==> src/rtl/lbist_pkg.sv <==
// Shared types and constants for the LBIST campaign controller: FSM states,
// counter widths and the maximal-length LFSR tap table.
package lbist_pkg;

    localparam int CNT_W = 16;
    localparam int PAT_W = 16;

    typedef enum logic [2:0] {
        S_IDLE,
        S_INJECT,
        S_CHECK,
        S_APPLY,
        S_RECORD,
        S_FINISH
    } state_e;

    // Tap masks for a left-shifting Fibonacci LFSR; bit k-1 set means tap k.
    function automatic logic [15:0] lfsr_taps(input int width);
        case (width)
            2:       return 16'h0003;
            3:       return 16'h0006;
            4:       return 16'h000C;
            5:       return 16'h0014;
            6:       return 16'h0030;
            7:       return 16'h0060;
            8:       return 16'h00B8;
            9:       return 16'h0110;
            10:      return 16'h0240;
            11:      return 16'h0500;
            12:      return 16'h0829;
            13:      return 16'h100D;
            14:      return 16'h2015;
            15:      return 16'h6000;
            16:      return 16'hD008;
            default: return 16'h0000;
        endcase
    endfunction

    function automatic logic [CNT_W-1:0] sat_inc(input logic [CNT_W-1:0] v);
        return (v == '1) ? v : v + 1'b1;
    endfunction

endpackage

==> src/rtl/lbist_lfsr.sv <==
// Maximal-length Fibonacci LFSR pattern generator with synchronous load and
// step controls; resets to RST_VAL.
module lbist_lfsr
    import lbist_pkg::*;
#(
    parameter int                 WIDTH   = 5,
    parameter logic [WIDTH-1:0]   RST_VAL = 1
) (
    input  logic             clk,
    input  logic             rst,
    input  logic             load,
    input  logic             step,
    input  logic [WIDTH-1:0] seed,
    output logic [WIDTH-1:0] q
);

    localparam logic [WIDTH-1:0] TAPS = WIDTH'(lfsr_taps(WIDTH));

    logic [WIDTH-1:0] q_q, q_d;

    always_comb begin
        q_d = q_q;
        if (load) begin
            q_d = seed;
        end else if (step) begin
            q_d = {q_q[WIDTH-2:0], ^(q_q & TAPS)};
        end
    end

    // NOTE: sequential state uses non-blocking assignments so every register
    // samples its next value from the same pre-edge snapshot.
    always_ff @(posedge clk or negedge rst) begin
        if (!rst) begin
            q_q <= RST_VAL;
        end else begin
            q_q <= q_d;
        end
    end

    assign q = q_q;

endmodule

==> src/rtl/lbist_ctrl.sv <==
// LBIST campaign controller: per injected fault, applies LFSR patterns to the
// faulty and fault-free CUTs and counts detections. Define LBIST_EARLY_EXIT_EN
// to end a fault's pattern burst on the cycle after its first mismatch.
module lbist_ctrl
    import lbist_pkg::*;
#(
    parameter int IN_BITS  = 5,
    parameter int OUT_BITS = 2,
    parameter int PAT_CNT  = 31,
    parameter int SEED     = 1
) (
    input  logic                clk,
    input  logic                rst,
    input  logic                start,
    output logic                FIL_INC,
    input  logic                FIL_END,
    output logic [IN_BITS-1:0]  TEST_IP,
    input  logic [OUT_BITS-1:0] CUT_OP,
    input  logic [OUT_BITS-1:0] FF_OP,
    output logic                busy,
    output logic                done,
    output logic [CNT_W-1:0]    faults_total,
    output logic [CNT_W-1:0]    faults_det
);

    localparam logic [IN_BITS-1:0] SEED_V   = IN_BITS'(SEED);
    localparam logic [PAT_W-1:0]   LAST_PAT = PAT_W'(PAT_CNT - 1);

    state_e             state_q, state_d;
    logic               busy_q, busy_d;
    logic               done_q, done_d;
    logic [CNT_W-1:0]   tot_q, tot_d;
    logic [CNT_W-1:0]   det_q, det_d;
    logic [PAT_W-1:0]   pat_q, pat_d;
    logic               flag_q, flag_d;
    logic               lfsr_load, lfsr_step;
    logic [IN_BITS-1:0] lfsr_q;
    logic               mismatch, leave_apply;

    lbist_lfsr #(
        .WIDTH   (IN_BITS),
        .RST_VAL (SEED_V)
    ) u_lfsr (
        .clk  (clk),
        .rst  (rst),
        .load (lfsr_load),
        .step (lfsr_step),
        .seed (SEED_V),
        .q    (lfsr_q)
    );

    assign mismatch = (CUT_OP != FF_OP);

`ifdef LBIST_EARLY_EXIT_EN
    assign leave_apply = (pat_q == LAST_PAT) || mismatch;
`else
    assign leave_apply = (pat_q == LAST_PAT);
`endif

    // NOTE: every output of this block gets a default first, so no path can
    // leave a signal unassigned and infer a latch.
    always_comb begin
        state_d   = state_q;
        busy_d    = busy_q;
        done_d    = done_q;
        tot_d     = tot_q;
        det_d     = det_q;
        pat_d     = pat_q;
        flag_d    = flag_q;
        lfsr_load = 1'b0;
        lfsr_step = 1'b0;
        FIL_INC   = 1'b0;
        case (state_q)
            S_IDLE: begin
                if (start) begin
                    tot_d   = '0;
                    det_d   = '0;
                    done_d  = 1'b0;
                    busy_d  = 1'b1;
                    state_d = S_INJECT;
                end
            end
            S_INJECT: begin
                FIL_INC = 1'b1;
                state_d = S_CHECK;
            end
            S_CHECK: begin
                if (FIL_END) begin
                    state_d = S_FINISH;
                end else begin
                    lfsr_load = 1'b1;
                    pat_d     = '0;
                    flag_d    = 1'b0;
                    state_d   = S_APPLY;
                end
            end
            S_APPLY: begin
                lfsr_step = 1'b1;
                pat_d     = pat_q + 1'b1;
                flag_d    = flag_q | mismatch;
                if (leave_apply) state_d = S_RECORD;
            end
            S_RECORD: begin
                // flag_q already holds the last APPLY cycle's compare result.
                tot_d = sat_inc(tot_q);
                if (flag_q) det_d = sat_inc(det_q);
                state_d = S_INJECT;
            end
            S_FINISH: begin
                busy_d  = 1'b0;
                done_d  = 1'b1;
                state_d = S_IDLE;
            end
            default: state_d = S_IDLE;
        endcase
    end

    always_ff @(posedge clk or negedge rst) begin
        if (!rst) begin
            state_q <= S_IDLE;
            busy_q  <= 1'b0;
            done_q  <= 1'b0;
            tot_q   <= '0;
            det_q   <= '0;
            pat_q   <= '0;
            flag_q  <= 1'b0;
        end else begin
            state_q <= state_d;
            busy_q  <= busy_d;
            done_q  <= done_d;
            tot_q   <= tot_d;
            det_q   <= det_d;
            pat_q   <= pat_d;
            flag_q  <= flag_d;
        end
    end

    assign TEST_IP      = (state_q == S_APPLY) ? lfsr_q : '0;
    assign busy         = busy_q;
    assign done         = done_q;
    assign faults_total = tot_q;
    assign faults_det   = det_q;

endmodule
==> config.mk <==
export PLATFORM = sky130hd
export DESIGN_NAME = lbist_ctrl
export DESIGN_NICKNAME = d
export VERILOG_FILES = /design/src/rtl/lbist_pkg.sv /design/src/rtl/lbist_lfsr.sv /design/src/rtl/lbist_ctrl.sv
export SDC_FILE = /design/constraint.sdc
export NUM_CORES = 1
export LEC_CHECK = 0
export CAP_MARGIN = 20
export CELL_PAD_IN_SITES_DETAIL_PLACEMENT = 0
export CELL_PAD_IN_SITES_GLOBAL_PLACEMENT = 2
export CORE_MARGIN = 3
export CORE_UTILIZATION = 33
export DETAILED_ROUTE_END_ITERATION = 6
export GPL_TIMING_DRIVEN = 1
export PLACE_DENSITY_LB_ADDON = 0.25
export SLEW_MARGIN = 10
export SYNTH_ARGS = -nofsm -noshare
export SYNTH_HDL_FRONTEND = slang
export SYNTH_HIERARCHICAL = 1
export SYNTH_SLANG_ARGS = --single-unit
==> constraint.sdc <==
create_clock -name clk -period 2.5 [get_ports clk]
set_input_delay 0.375 -clock clk [delete_from_list [all_inputs] [get_ports clk]]
set_output_delay 0.375 -clock clk [all_outputs]
set_load 0.05 [all_outputs]
==> metrics.md <==
| Metric | Value |
|---|---|
| Synthesized instance count | 366 |
| Share of cells above drive strength 1 | 11.7% |
| DRT Wirelength | 8280 um |
| Leftover overflow at the end of global routing | 0 |
| Fmax | 451 MHz |
| Path depth of the worst reg2reg path | 6 |
| Setup repair after global routing missed its margin | no |
| Leading cell type by number of instances after synthesis | dfrtp_1 |
| Class of the worst hold path | input pin to asynchronous set/reset pin |
| Asr flop ratio synth | 100% |
| Clock Pin Slew Worst Setup and Hold Paths | 0.07 ns |
| DRT iter0 DRCs | 93 |
| IO buf count | 47 |
| Critical path fanouts, max | 19 |
| Remaining design rule violation count | 0 |
| Result of the run | finished clean |
| Initial DRT Pass Iterations | 4 |
| Routability congestion estimate | 0.828 |
| Placed Instances | 539 |
| Static power due to leakage | 1.76 nW |
| Cell type with the largest total area after synthesis | dfrtp_1 |
| Total count of hold-check failures in the final report | 0 |
| Synthesis warning total | 6 |
| Class of the most critical setup path | flip-flop to output port |
| Via density per instance | 5.27 |
| Clk root buf | clkbuf_8 |
| Number of clock sinks | 59 |
| Post-CTS resize count | 1 |
| CP Data Required Time | 2.12 ns |
| Synth top area cells | dfrtp_1, o21ai_0, nand2_1 |
| Post-synth EDFFs | 0 |
| Final-report setup violation count | 0 |
| Largest net degree at the start of global routing | 60 |
| Number of hold buffers added after cts | 0 |
| Min cycle time layout | 2.22 ns |
| Antenna diode count | 0 |
| Worst Path Arrival | 1.84 ns |
| Final critical-path share of the clock period | 88.7% |
| Wire length of the first global-routing pass | 14100 um |
| Worst max-slew margin expressed relative to the limit | 47.2% |
| Die X-Extent | 106 um |
| Synth Cell Area | 3310 sq um |
| Total die area | 11300 sq um |
| Overall die height | 106 um |
| Post-synth top area share | 43.8% |
| Aggregate global-route resource usage | 15.3% |
| Detailed placer's ending HPWL | 5540 um |
| Vias in the first global route | 2805 |
| Number of buffers inserted to repair setup after CTS | 0 |
| Worst Setup Start Kind | flip-flop |
| Filler cell count | 956 |
| Peak supply drop | 0.000519 V |
| Number of distinct library cells after synthesis | 60 |
| Total negative slack for setup checks | 0 ns |
| Post-Syn Area per Cell | 9.05 sq um |
| Post-place instance area | 3970 sq um |
| Worst-Skew Late Latency | 0.34 ns |
| Power per cell area | 925 nW/um^2 |
| Maximum level of the CTS H-tree | 3 |
| Most numerous cell types in the synthesized netlist | dfrtp_1, nand2_1, o21ai_0 |
| Primary flip-flop cell chosen by synthesis mapping | dfrtp_1 |
| Pins Over Slew Limit | 0 |
| Synthesis-stage register bit count | 59 |
| Critical path endpoint category | output port |
| Effective utilization at floorplan | 34.9% |
| Maximum capacitance violations | 0 |
| Clock tree from TritonCTS | built |
| Sequential area share after synthesis | 44.6% |
| Filler-free cell count of the finished design | 555 |
| Row cnt | 35 |
| Area growth syn-to-layout | 25.6% |
| Wirelength per Cell | 14.9 um |
| Clock buffer count from CTS | 9 |
| Initial antenna violation count | 0 |
| Worst Skew | 0.00755 ns |
| Slew at the pin closest to its max-slew limit | 0.792 ns |
| Number of primary I/O pins | 48 |
| Maximum number of buffers from clock root to sink | 2 |
| Area of the placeable core | 9500 sq um |
| Area of all placed cells without fillers | 4160 sq um |
| Number of nets in the layout | 433 |
| Number of antenna-violating nets in the routed design | 0 |
| Vias after detailed routing | 2925 |
[layout by cell type (no fill, tap or decap), types with 5 or more instances in the layout]
master,count
dfrtp_1,58
a31oi_1,12
buf_12,5
nor2_1,22
nand3_1,19
nor3_1,9
nand4_1,11
clkbuf_8,13
o21ai_0,43
conb_1,5
buf_4,10
o211ai_1,5
and2_1,9
o31ai_1,15
and3_1,6
mux2i_1,8
inv_1,8
a21oi_1,11
nand2_1,48
clkdlybuf4s50_1,40
[critical path, cell delays in order (launching register included)]
cell	delay [ns]
dfrtp_1	0.51
nand2b_2	0.10
or2_1	0.24
inv_2	0.27
and2_1	0.24
buf_12	0.15
[layer usage]
metal | routed length, um | GRT usage (%) | vias up
met5 | 0 | 0 | -
met4 | 64 | 3.61 | 0
met3 | 346 | 4.25 | 6
met2 | 4070 | 25.7 | 54
met1 | 3800 | 19.6 | 1419
li1 | - | - | 1446
[final cells by class]
cell class              count  area [sq um]  share of cell area [%]
multi-input cells         285          1710                    41.0
well taps                 129           161                    3.88
clock inverters             1          5.00                   0.120
repair buffers             57           589                    14.2
inverters                   9          33.8                   0.812
clock buffers              15           186                    4.48
flip-flops and latches     59          1480                    35.5
[report_power, final]
part           total [mW]  switching, mW  internal (mW)
Clock               0.855          0.387          0.468
Sequential           1.38          0.227           1.15
Combinational        1.62           1.01          0.603
Total                3.85           1.63           2.22
[stage by stage]
step                      power, mW  hold slack, ns  util [%]  worst slack, ns
after floorplan                2.50          0.0794         -            0.402
after global placement         3.02           0.472      41.8            0.336
after detailed placement       3.04           0.473      41.8            0.299
after CTS                      3.90           0.235      43.8            0.238
after global routing           4.12           0.263      43.8            0.100
final                          3.85           0.191      43.8            0.282
[registers in the layout, summed over array words and instances, names as in the netlist]
signal,flops
faults_total,16
faults_det,16
done,1
busy,1
pat_q,16
flag_q,1
u_lfsr/q,5
state_q,3
[cells by family (layout without fill, tap and decap cells)]
kind of cell               after synthesis  in the layout  synth area share [%]
AOI/OAI and AO/OA                      103            103                  19.2
xor gates and xnor gates                 3              3                 0.793
muxes                                    8              8                  2.42
DFF                                     59             59                  44.6
and+or+nand+nor                        162            162                  27.1
other                                    2              5                 0.227
buffers and inverters                   25             82                  4.19
adders and majority gates                4              4                  1.51
[final timing paths]
check	end	slack [ns]	from
max	TEST_IP[0]	0.28	state_q[1]
min	faults_det[9]	0.19	rst
max reg2reg	faults_det[7]	0.42	faults_det[0]
min reg2reg	pat_q[15]	0.49	pat_q[15]
max in group asynchronous	pat_q[11]	1.78	rst
min in group clk	pat_q[15]	0.49	pat_q[15]
Note: power is estimated with default switching activity, not from simulation.
==> RTL edit: new RTL, same flow settings <==
Put one more register stage on the output `faults_det`, with the module's reset. The value now appears one clock later. The other outputs are not delayed to match.
--- a/src/rtl/lbist_ctrl.sv
+++ b/src/rtl/lbist_ctrl.sv
@@ -139,6 +139,12 @@
     assign busy         = busy_q;
     assign done         = done_q;
     assign faults_total = tot_q;
-    assign faults_det   = det_q;
+    always_ff @(posedge clk or negedge rst) begin
+        if (!rst) begin
+            faults_det <= '0;
+        end else begin
+            faults_det <= det_q;
+        end
+    end
 
 endmodule
Behaviour: no difference found for any inputs over 10 cycles, from zero or initial values and one cycle with rst low; that may be too few to reach the edited logic, so the function may still have changed.
==> RTL edit against the original RTL <==
- design area is 9.3% higher
- worst setup slack worse by 0.14 ns
- non-clock buffer count is 4 higher
- final cell count is 4.1% higher
- power is 20% higher
- area after synthesis is 10% higher
- wire length is 1.5% higher
- sequential cell count is 16 higher
- clock power is 32% higher
==> RTL edit: results (changes against the original RTL) <==
metric	value	unit	change
hp-class	flop to flop		
synth-compound-area-share	0.1482		-0.04368
met3_length	247	um	-29%
pg_comb	1.68	mW	+4%
cts-root-buf	clkbuf_8		
n_fill_cell	1027		+7.4%
busiest_layer	met2		
grt_pass1_vias	2834		+1.0%
clkPwrFrac	0.245		+0.023
drive_above_1_share	0.1176		+0.0002762
place_congestion	0.7453		-10%
reg2reg_slack	0.33	ns	-0.09 ns
synthArstFlopShare	1.000		unchanged
wl_per_cell	14.54	um	-2.6%
r2r-end	det_q[15]		
hp-start	det_q[11]		
via_count	2941		+0.55%
diodes	0		unchanged
antenna_found_initial	0		unchanged
use_met2	0.2324		-0.02461
finClkSkew	0.004988	ns	-0.002559 ns
grtUsageTotal	0.1375		-0.01575
crit_path_max_fanout	7		-12
grt_max_degree	41		-32%
cts_buffers	9		unchanged
worst-r2r-cell-count	5		-1
synth_area_leaders	dfrtp_1 51%, o21ai_0 6.7%, nand2_1 4.2%		
post_cts_buffers	0		unchanged
whs_path_depth	0		
grt_pass1_wl	14.13	mm	about the same
dpl_cell_area	4294	um2	+8.2%
synth-adder-area-share	0.01369		-0.001418
worstPathArrival	1.98	ns	+0.14 ns
slew_headroom	0.3640		-0.1079
ys_seq_area_frac	0.5139		+0.06770
met1_usage	0.1777		-0.01807
hold_ws	0.4336	ns	+0.2426 ns
synthTopCellsByCount	74 x dfrtp_1, 49 x o21ai_0, 41 x nand2_1		
drt_iter0_markers	142		+53%
wl_met2	4.101	mm	+0.71%
routedLengthMet1	3.954	mm	+4.1%
r2r_start	det_q[9]		
status	complete, no violations		
h-tree-depth	3		unchanged
dp_hpwl	5.657	mm	+2.1%
top_layer_used	met4		
synth-xor-area-share	0.01198		+0.004049
internal_power	2.741	mW	+23%
p_leak	1.965	nW	+12%
synthDistinctLibCells	52		-13%
use_met3	0.03111		-0.01139
peakVddDrop	634.5	uV	+22%
muxShareOfSynthArea	0.04142		+0.01725
min_to	faults_det[11]		
finalNetCount	449		+3.7%
RTL edit: how the worst max path moves through the flow:
stage	startpoint	end	slack, ns	cells past startpoint
finish	state_q[1]	FIL_INC	0.14	4
global route	state_q[1]	FIL_INC	0.02	4
CTS	state_q[2]	TEST_IP[3]	0.06	4
detailed placement	start	det_q[15]	0.03	6
global placement	start	det_q[11]	0.09	6
floorplan	faults_total[1]	faults_total[15]	0.12	5
RTL edit: cells by family after synthesis:
group / Yosys count
buffers and inverters: 23
flip-flops: 75
adder cells (fa/ha/maj): 4
XOR/XNOR: 5
AND/OR/NAND/NOR: 160
AO/OA/AOI/OAI: 93
other: 2
multiplexers: 15
RTL edit: stage by stage:
stage,worst slack (ns),total power [mW],std cells,util
after floorplan,0.1164,2.992,380,-
after global placement,0.09298,3.512,561,0.4068
after detailed placement,0.02818,3.536,561,0.4068
after CTS,0.05743,4.695,578,0.4305
after global routing,0.01688,4.916,578,0.4309
final,0.1410,4.635,578,0.4309
RTL edit: area by class of cell:
| cell class | count | share of cell area |
|---|---|---|
| clock buffer | 9 | 0.02724 |
| multi-input combinational | 282 | 0.3629 |
| timing repair buffer | 61 | 0.1265 |
| inverter | 8 | 0.007428 |
| sequential | 75 | 0.4129 |
| tap | 136 | 0.03741 |
| clock inverter | 7 | 0.02558 |
RTL edit: worst max-delay path, cell delays in order, from the launching register on:
cell and delay [ns]:
dfrtp_1 0.46, inv_1 0.12, nand2_1 0.10, nor2_1 0.14, clkdlybuf4s50_1 0.82
RTL edit: timing repair:
action                                  in CTS  in global routing
hold buffers                                 1                  0
resized for setup                            0                  1
endpoints found under the hold margin       35                  0
endpoints found under the setup margin       0                  5
